## src/rtl/hack_cpu_ctrl.sv

```systemverilog
// Execute/control stage around the 16-bit Hack ALU: decodes A/C instructions,
// owns A, D and PC, resolves jumps, and stalls on the data-memory ready handshake.
`timescale 1ns/1ps

module hack_cpu_ctrl #(
  parameter int MEM_TIMEOUT = 16,
  parameter int CNT_W       = 16
) (
  input  logic             clk,
  input  logic             reset,
  input  logic [15:0]      instr,
  input  logic             instr_valid,
  input  logic [15:0]      in_m,
  input  logic             mem_ready,
  output logic [15:0]      alu_x,
  output logic [15:0]      alu_y,
  output logic [5:0]       alu_ctl,
  input  logic [15:0]      alu_out,
  input  logic             alu_zr,
  input  logic             alu_ng,
  output logic [15:0]      out_m,
  output logic             write_m,
  output logic [14:0]      address_m,
  output logic [14:0]      pc,
  output logic             stall,
  output logic             fault,
  output logic [CNT_W-1:0] retired
);

  typedef enum logic [1:0] {
    S_RUN   = 2'd0,
    S_WAIT  = 2'd1,
    S_FAULT = 2'd2
  } state_t;

  // Wide enough to hold MEM_TIMEOUT; with MEM_TIMEOUT=0 the counter is never compared.
  localparam int WCNT_W = (MEM_TIMEOUT < 2) ? 1 : $clog2(MEM_TIMEOUT + 1);
  localparam logic [WCNT_W-1:0] TIMEOUT_V = WCNT_W'(MEM_TIMEOUT);

  state_t             state_q, state_d;
  logic [WCNT_W-1:0]  wait_cnt_q, wait_cnt_d;
  logic [15:0]        ir_buf_q;
  logic [15:0]        a_q, d_q;
  logic [14:0]        pc_q;
  logic [CNT_W-1:0]   retired_q;

  logic [15:0] ir;
  logic        is_c, a_bit, dest_a, dest_d, dest_m;
  logic        memop, jmp;
  logic        retire, latch, stall_raw, valid_in_state;

  // Decode: while waiting, the latched word is the instruction in flight.
  assign ir     = (state_q == S_WAIT) ? ir_buf_q : instr;
  assign is_c   = ir[15];
  assign a_bit  = ir[12];
  assign dest_a = is_c & ir[5];
  assign dest_d = is_c & ir[4];
  assign dest_m = is_c & ir[3];
  assign memop  = is_c & (a_bit | ir[3]);
  assign jmp    = is_c & ((ir[2] & alu_ng) | (ir[1] & alu_zr) | (ir[0] & ~alu_ng & ~alu_zr));

  assign alu_x     = d_q;
  assign alu_y     = (is_c & a_bit) ? in_m : a_q;
  assign alu_ctl   = is_c ? ir[11:6] : 6'd0;
  assign out_m     = alu_out;
  assign address_m = a_q[14:0];
  assign pc        = pc_q;
  assign retired   = retired_q;
  assign fault     = (state_q == S_FAULT);

  // Reset is synchronous, but a pending write must not be seen by memory in the reset cycle.
  assign write_m = dest_m & valid_in_state & ~fault & ~reset;
  assign stall   = stall_raw & ~reset;

  always_comb begin
    // NOTE: every signal driven here gets a default first so no path leaves it
    // unassigned, which would otherwise infer a latch.
    state_d        = state_q;
    wait_cnt_d     = wait_cnt_q;
    retire         = 1'b0;
    latch          = 1'b0;
    stall_raw      = 1'b0;
    valid_in_state = 1'b0;
    case (state_q)
      S_RUN: begin
        valid_in_state = instr_valid;
        if (instr_valid) begin
          if (!memop || mem_ready) begin
            retire = 1'b1;
          end else begin
            latch      = 1'b1;
            wait_cnt_d = WCNT_W'(1);
            state_d    = S_WAIT;
            stall_raw  = 1'b1;
          end
        end
      end
      S_WAIT: begin
        valid_in_state = 1'b1;
        if (mem_ready) begin
          retire  = 1'b1;
          state_d = S_RUN;
        end else if (MEM_TIMEOUT != 0 && wait_cnt_q == TIMEOUT_V) begin
          state_d   = S_FAULT;
          stall_raw = 1'b1;
        end else begin
          wait_cnt_d = wait_cnt_q + WCNT_W'(1);
          stall_raw  = 1'b1;
        end
      end
      S_FAULT: begin
        stall_raw = 1'b1;
      end
      default: begin
        state_d = S_RUN;
      end
    endcase
  end

  // NOTE: sequential state uses non-blocking assignments so every register
  // samples pre-edge values; the jump target relies on this reading the old A.
  always_ff @(posedge clk) begin
    if (reset) begin
      state_q    <= S_RUN;
      wait_cnt_q <= '0;
      a_q        <= '0;
      d_q        <= '0;
      pc_q       <= '0;
      retired_q  <= '0;
    end else begin
      state_q    <= state_d;
      wait_cnt_q <= wait_cnt_d;
      if (retire) begin
        if (!is_c) begin
          a_q <= {1'b0, ir[14:0]};
        end else begin
          if (dest_a) a_q <= alu_out;
          if (dest_d) d_q <= alu_out;
        end
        pc_q      <= jmp ? a_q[14:0] : pc_q + 15'd1;
        retired_q <= retired_q + CNT_W'(1);
      end
    end
  end

  // NOTE: the wait buffer has no reset; it is only read in WAIT, which is
  // always entered through a cycle that loads it.
  always_ff @(posedge clk) begin
    if (latch) ir_buf_q <= instr;
  end

endmodule
```

## config.mk

```make
export PLATFORM = sky130hd
export DESIGN_NAME = hack_cpu_ctrl
export DESIGN_NICKNAME = d
export VERILOG_FILES = /design/src/rtl/hack_cpu_ctrl.sv
export SDC_FILE = /design/constraint.sdc
export NUM_CORES = 1
export LEC_CHECK = 0
export CAP_MARGIN = 20
export CORE_ASPECT_RATIO = 0.6
export CORE_MARGIN = 4
export CORE_UTILIZATION = 55
export DETAILED_ROUTE_END_ITERATION = 10
export DONT_BUFFER_PORTS = 1
export GPL_TIMING_DRIVEN = 0
export PLACE_DENSITY = 0.7
export REMOVE_ABC_BUFFERS = 1
export SYNTH_ARGS = -nofsm -noshare
export SYNTH_HDL_FRONTEND = slang
export SYNTH_SLANG_ARGS = --single-unit
```

## constraint.sdc

```tcl
create_clock -name clk -period 2 [get_ports clk]
set_input_delay 0.2 -clock clk [delete_from_list [all_inputs] [get_ports clk]]
set_output_delay 0.2 -clock clk [all_outputs]
set_load 0.005 [all_outputs]
```

==> results.txt, run 1 <==
- Half-perimeter wire length after detailed placement: 8580 um
- Summing the areas of all and, or, nand and nor instances in the mapped netlist gives 23.6% of the synthesized area.
- Proportion of layout cells with a drive suffix above 1: 27.8%
- The number of antenna violations at the first check in global routing is 0.
- In this run the power density over the cells is 749 mW/mm2.
- Die outline height: 77.6 um
- The worst setup path is of the flip-flop to flip-flop kind.
* Synth Register Bits: 86
- Total number of H-tree levels: 3
* P_leak: 2.30 nW
* Worst Path Required: 2.06 ns
- Actual transition at the worst max-transition pin: 0.869 ns
- The via count of the first global-routing pass is 3946.
- The die is 124 um wide.
- Sinks on Clock Net: 86
- CP arrival: 2.18 ns
- The number of antenna diodes in the final layout is 0.
- Of the available clock period, the critical path in the final layout requires 106%.
- Most frequent standard cell in the layout excluding fill and tap cells: nand2_1
- For the final database, setup skew stands at 0.00715 ns.
- Synthesized cell area: 0.00444 mm2
- After detailed routing, the number of remaining DRC violations is 0.
- Clock latency on the worst-skew pair, taken at its later pin, is 0.34 ns.
- 157 I/O pins were placed.
- In this run the remaining antenna-violating nets after routing total 0.
- Root cell of the clock tree: clkbuf_16
- Mux share of post-synthesis cell area: 6.90%
- Using the TritonRoute via totals, the vias-per-cell ratio works out to 6.27.
- Avg Synthesized Cell Area: 8.32 um2
- Crit. End Element: flip-flop
* Global-route wire length before repair: 21100 um
- Final worst slack: -0.120 ns
- Stage delay of the slowest cell on the critical path: 0.48 ns
- Routed vias: 4214
- The congestion estimate from routability-driven global placement came to 0.796.
- VDD IR max: 0.567 mV
- After synthesis, the largest family of logic cells by area is simple AND/OR/NAND/NOR gates.
- The die covers 0.00962 mm2.
- After synthesis, the netlist uses 50 different library cells.
- The pre-antenna-repair detailed-routing pass consisted of 7 iterations.
* Max-capacitance violation count: 0
- Once layout is complete, the utilization of the core stands at 74.6%.
* Number of port buffers: 0
- Summing the areas of all compound-gate instances in the mapped netlist gives 13.3% of the synthesized area.
- Counting the buffers created by CTS gives 9.
- Wire length per cell: 22.4 um
- For this run, the number of Yosys warnings is 0.
- Final wirelength: 15100 um
- TritonCTS built the clock tree.
- Buffers plus inverters on the worst setup path: 3
- The checks that failed: negative hold slack, negative setup slack.
* Critical Path Fanout Max: 10
* Main flop type after synthesis: dfxtp_1
- Most frequent cells in the layout: 113 x nand2_1, 68 x dfxtp_1, 45 x nor2_1
- Leftover overflow at the end of global routing: 0
- XOR/XNOR share of the synthesized area: 3.35%
- After floorplanning, the core was divided into 25 placement rows.
* Final setup vio count: 64
- RSZ-0062 raised after global routing: true
* Fmax achieved: 472 MHz
* Pin count of the biggest net entering global routing: 72
- No sink is reached through more buffers than the 2 on the longest clock path.
- Of all flip-flops after synthesis, the portion carrying an async set or reset was 0%.
* Kind of path behind the tightest hold check: primary input to flip-flop
- STA classifies the critical path startpoint as a flip-flop.
* Global-route usage over all layers: 28.4%
* CP top delay family: compound AO/OA/AOI/OAI gates
* Number of flops mapped to enable cells by yosys: 16
* Initial core utilization: 56.6%
* Hold buffer count at CTS: 17
- Proportion of synthesized chip area in sequential cells: 42.4%
- Net count reported at finish: 617
* Final critical delay including setup and external delays: 2.12 ns
- From synthesis to final layout, the design area changed by 32.0%.
- Summed over all failing endpoints, the final setup total negative slack is -3.93 ns.
- Across all hold checks on the routed design, the worst slack comes to -0.0748 ns.
* Initial DRC Count: 440
- The number of slew-limit violations in the final report is 0.
* Final hold violation count: 54
* Post-synthesis cell count: 534
- Max transition margin: 41.9%
- Adder and majority cell fraction of the synthesized area: 1.13%
* Placeable core region: 0.00785 mm2
* Ordered cell list for the critical path: nand2b_4, mux2_4, a2111o_1, buf_6, clkinvlp_4, buf_12
- The slowest stage of the critical path is the a2111o_1 cell.
* Outcome: finished, violations left
- After clock tree synthesis, the clock-pin slew on the worst setup and hold paths is 0.06 ns.
## layer usage
metal	up-vias	GRT usage (%)	routed length, um
li1	1879	-	-
met1	2034	36.8	6050
met2	273	45.9	7030
met3	28	8.45	1780
met4	0	8.31	224
met5	-	0	0
## synthesized netlist by cell type, drive strengths merged (10+ instances only)
cell type | n | area [um2]
a21oi | 46 | 230
buf | 43 | 310
clkbuf | 17 | 63.8
dfxtp | 70 | 1400
edfxtp | 16 | 480
inv | 11 | 41.3
mux2i | 28 | 284
nand2 | 131 | 492
nand3 | 10 | 50.1
nor2 | 47 | 176
nor3 | 13 | 70.1
o211ai | 14 | 105
xnor2 | 12 | 105
## kinds of logic (layout without fill, tap and decap cells)
group	Yosys count	count (layout)
and+or+nand+nor	237	237
AOI/OAI and AO/OA	89	91
DFF	86	86
buffers and inverters	71	99
muxes	30	30
xor gates and xnor gates	17	17
adders and majority gates	4	4
## final cells by class
class / instances / area, um2
Fill cell: 520 / 1990
Multi-Input combinational cell: 379 / 2730
Timing Repair Buffer: 72 / 779
Inverter: 11 / 45.0
Tap cell: 108 / 135
Clock buffer: 12 / 256
Sequential cell: 86 / 1890
Clock inverter: 4 / 21.3
## repair_timing
action                                  in CTS  in global routing
hold endpoints to repair                    83                 66
gates resized for setup                     47                 95
buffers inserted                            30                 17
pin swaps                                   22                 61
endpoints found under the setup margin     109                105
cloned                                       1                  4
## final timing paths
check        startpoint  slack (ns)  cells after the start     endpoint
max          state_q[1]       -0.12                      6  ir_buf_q[7]
min               reset       -0.07                      1  retired[15]
max reg2reg  state_q[1]       -0.12                      6  ir_buf_q[7]
min reg2reg     a_q[15]        0.47                      2      a_q[15]
## power by group
| group | switching (mW) | total (mW) | internal, mW |
|---|---|---|---|
| Clock | 0.687 | 1.59 | 0.902 |
| Sequential | 0.114 | 1.96 | 1.85 |
| Combinational | 0.441 | 0.837 | 0.396 |
## state kept, by name (all words and copies together) (netlist names)
signal and cells:
retired 16, ir_buf_q 16, a_q 16, wait_cnt_q 5, alu_x 16, pc 15, state_q 2
## through the flow
| step | std cells | total power [mW] | hold WS [ns] | area, um2 | worst slack (ns) |
|---|---|---|---|---|---|
| finish | 672 | 4.39 | -0.0748 | 5860 | -0.120 |
| global route | 672 | 4.54 | -0.0814 | 5860 | -0.184 |
| CTS | 651 | 4.19 | -0.0796 | 5280 | -0.0486 |
| detailed placement | 587 | 2.48 | 0.278 | 4320 | -1.48 |
| global placement | 582 | 2.43 | 0.277 | 4200 | -3.68 |
| floorplan | 474 | 2.30 | 0.269 | 4070 | -1.83 |
No activity file was read; power rests on OpenSTA's default activity.
==> run 2, diff against run 1 <==
- CELL_PAD_IN_SITES_DETAIL_PLACEMENT: not set -> 0
- CELL_PAD_IN_SITES_GLOBAL_PLACEMENT: not set -> 1
- CORE_UTILIZATION: 55 -> 41
- PLACE_DENSITY: 0.7 -> 0.72
- SETUP_SLACK_MARGIN: not set -> 0.3
==> run 2 against run 1 <==
Worst setup slack better by 0.052 ns. Clock skew rose by 0.0021 ns. Sequential power hardly changed. Sequential cell count is the same. Via count decreased by 2.2%. Combinational power increased by 11%. Largest power group unchanged. Count of clock-buffer cells in the layout fell by 2. The run still ends with negative hold slack, negative setup slack left. Die area increased by 31%. First-iteration DRC count down 40%. Wire length grew 4.0%. Cell area up 3.9%. Critical path depth increased by 2.
==> results.txt, run 2 (synthesis results as in run 1) <==
- Entering global routing, the biggest net connects 72 pins.
* Die outline height: 88.6 um
* Area of placed instances: 0.00436 mm2
- In the layout the commonest cells are 102 x nand2_1, 67 x dfxtp_1, 43 x nor2_1.
- In the routed layout, each cell is associated on average with a via count of 5.82.
* R2R Setup Slk: -0.07 ns
* Worst-case setup slack after placement: -1.53 ns
- The routed layout has 4123 vias.
- Area of all placed cells without fillers: 0.00609 mm2
* Crit path kind: flip-flop to flip-flop
- In this run, CTS created clock tree buffers numbering 9.
- Num ports: 157
- Critical Path Fanout Max: 8
- TritonCTS built the clock tree.
* Number of port buffers: 0
- Wire length per cell: 22.1 um
- Timing would allow up to 483 MHz.
- Critical Path Sink: alu_x[13]
- Counting both buffers and inverters, the worst setup path holds a total of 2.
- Setup repair after global routing could not meet its margin everywhere.
- Power per cell area: 738 mW/mm2
* GR Layer Usage met2: 37.1%
- Placeable core region: 0.0106 mm2
- At the pin with the least slew margin, the transition time is 0.779 ns.
* Final worst path period share: 103%
* Worst Path Required: 2.24 ns
- Grt met3 use: 8.05%
- CP top delay family: simple AND/OR/NAND/NOR gates
- Clock-pin slew reported for the worst setup and hold paths after clock tree synthesis: 0.07 ns
- Total number of H-tree levels: 3
* Most frequent standard cell in the layout excluding fill and tap cells: nand2_1
- P_leak: 2.39 nW
* Stage delay of the slowest cell on the critical path: 0.46 ns
- Vias in the first global route: 3948
- Worst hold slack: -0.0422 ns
- The longest clock path from root to sink contains 2 buffers.
- Once routing completed, OpenROAD measured the worst setup slack at -0.0685 ns.
- Crit. End Element: flip-flop
- Leftover overflow at the end of global routing: 0
- Area growth from synthesis to final layout: 37.1%
* Final max-slew violation count: 0
- The HPWL after detailed placement is 9520 um.
- Reg2reg path depth: 8
* Highest-utilization routing layer at the global route stage: met2
- Number of search-and-repair iterations in the first detailed-routing pass: 5
- VDD IR max: 0.559 mV
* Hold buffer count at CTS: 16
* Root cell of the clock tree: clkbuf_16
- Cells with a size suffix above 1 make up 29.6% of the layout.
* Initial core utilization: 42.1%
- At the later pin of the worst-skew pair, clock insertion delay measures 0.34 ns.
- The first routing iteration left 262 violations.
- Cell count along the critical path: 8
- Global Route met1 Usage: 33.5%
* CP arrival: 2.31 ns
* CP max stage cell: or3_4
* Final hold violation count: 61
* Final setup vio count: 39
- In this run the worst setup path begins at ir_buf_q[3].
- Global routing consumed, over all layers together, 24.2% of the routing resources.
- Initial antenna violation count: 0
* Detail Route Antenna Nets: 0
- Final critical delay including setup and external delays: 2.07 ns
- The flow ran to the end, but the final reports show violations.
* Failing checks: negative hold slack, negative setup slack
- The floorplan step defined a die boundary enclosing 0.0126 mm2.
* Ordered cell list for the critical path: and4b_1, a31oi_4, a32oi_2, buf_6, buf_12, or3_4, nand2_2, a21oi_1
* Kind of path behind the tightest hold check: primary input to flip-flop
- At the end of routability-driven placement, the weighted congestion stood at 0.770.
- The die is 142 um wide.
- Max-capacitance violation count: 0
* Net count reported at finish: 623
* Worst reg2reg path startpoint: ir_buf_q[3]
- Sinks on Clock Net: 86
- 0 antenna diodes ended up in the layout.
- On the final layout, the worst clock skew is 0.00928 ns.
* Final wirelength: 15700 um
* Max transition margin: 47.9%
- Overall power consumption after layout is estimated at 4.50 mW.
- Final routed DRC violation total: 0
* Capture instance of the worst register-to-register path: alu_x[13]
- The floorplan has 29 rows.
- Global-route wire length before repair: 22900 um
- Summed negative setup slack over all endpoints: -1.25 ns
- At the end of the flow the core is filled with cells to 57.7%.
- The worst setup path is launched from a flip-flop.
==> run 2: cell types whose count changed in the layout (fill, tap and decap cells not counted), sizes merged <==
cell         before  now
a32o              1    2
buf              53   60
bufbuf            0    1
clkbuf           14   10
clkinv            4    2
clkinvlp          1    2
dlygate4sd3      17   16
inv              10   13
o21ai             4    3
or3               4    5
==> run 2: worst min path at each step <==
stage / startpoint / to / slack, ns / cells past startpoint
final: reset / state_q[1] / -0.04 / 1
after global routing: reset / state_q[1] / -0.09 / 1
after floorplan: reset / pc[11] / 0.27 / 1
after detailed placement: reset / pc[11] / 0.29 / 1
after CTS: reset / state_q[0] / -0.1 / 1
after global placement: reset / pc[11] / 0.29 / 1
==> run 2: timing repair <==
action,in CTS,in global routing
setup buffers,38,12
setup endpoints to repair,109,108
cloned,7,1
hold endpoints to repair,83,67
pin swaps,85,45
gates resized for setup,114,49
==> run 2: power by group <==
part	internal [mW]	total [mW]	leakage (nW)	switching, mW
Sequential	1.85	1.98	0.718	0.132
Combinational	0.472	0.932	1.53	0.460
Clock	0.852	1.58	0.134	0.732
==> run 2: metrics by stage <==
| stage | instances | hold WS, ns |
|---|---|---|
| floorplan | 474 | 0.269 |
| global placement | 613 | 0.285 |
| detailed placement | 619 | 0.286 |
| CTS | 696 | -0.0951 |
| global route | 709 | -0.0909 |
| finish | 709 | -0.0422 |
==> run 2: layout make-up <==
class	count	area, um2
Sequential cell	86	1890
Clock inverter	6	45.0
Fill cell	921	4470
Timing Repair Buffer	77	956
Clock buffer	10	229
Tap cell	139	174
Multi-Input combinational cell	380	2750
Inverter	11	45.0
==> run 2: metal layers <==
layer,vias up,share of wire (%)
li1,1909,-
met1,1989,44
met2,207,44
met3,18,10
met4,0,1.1
met5,-,0
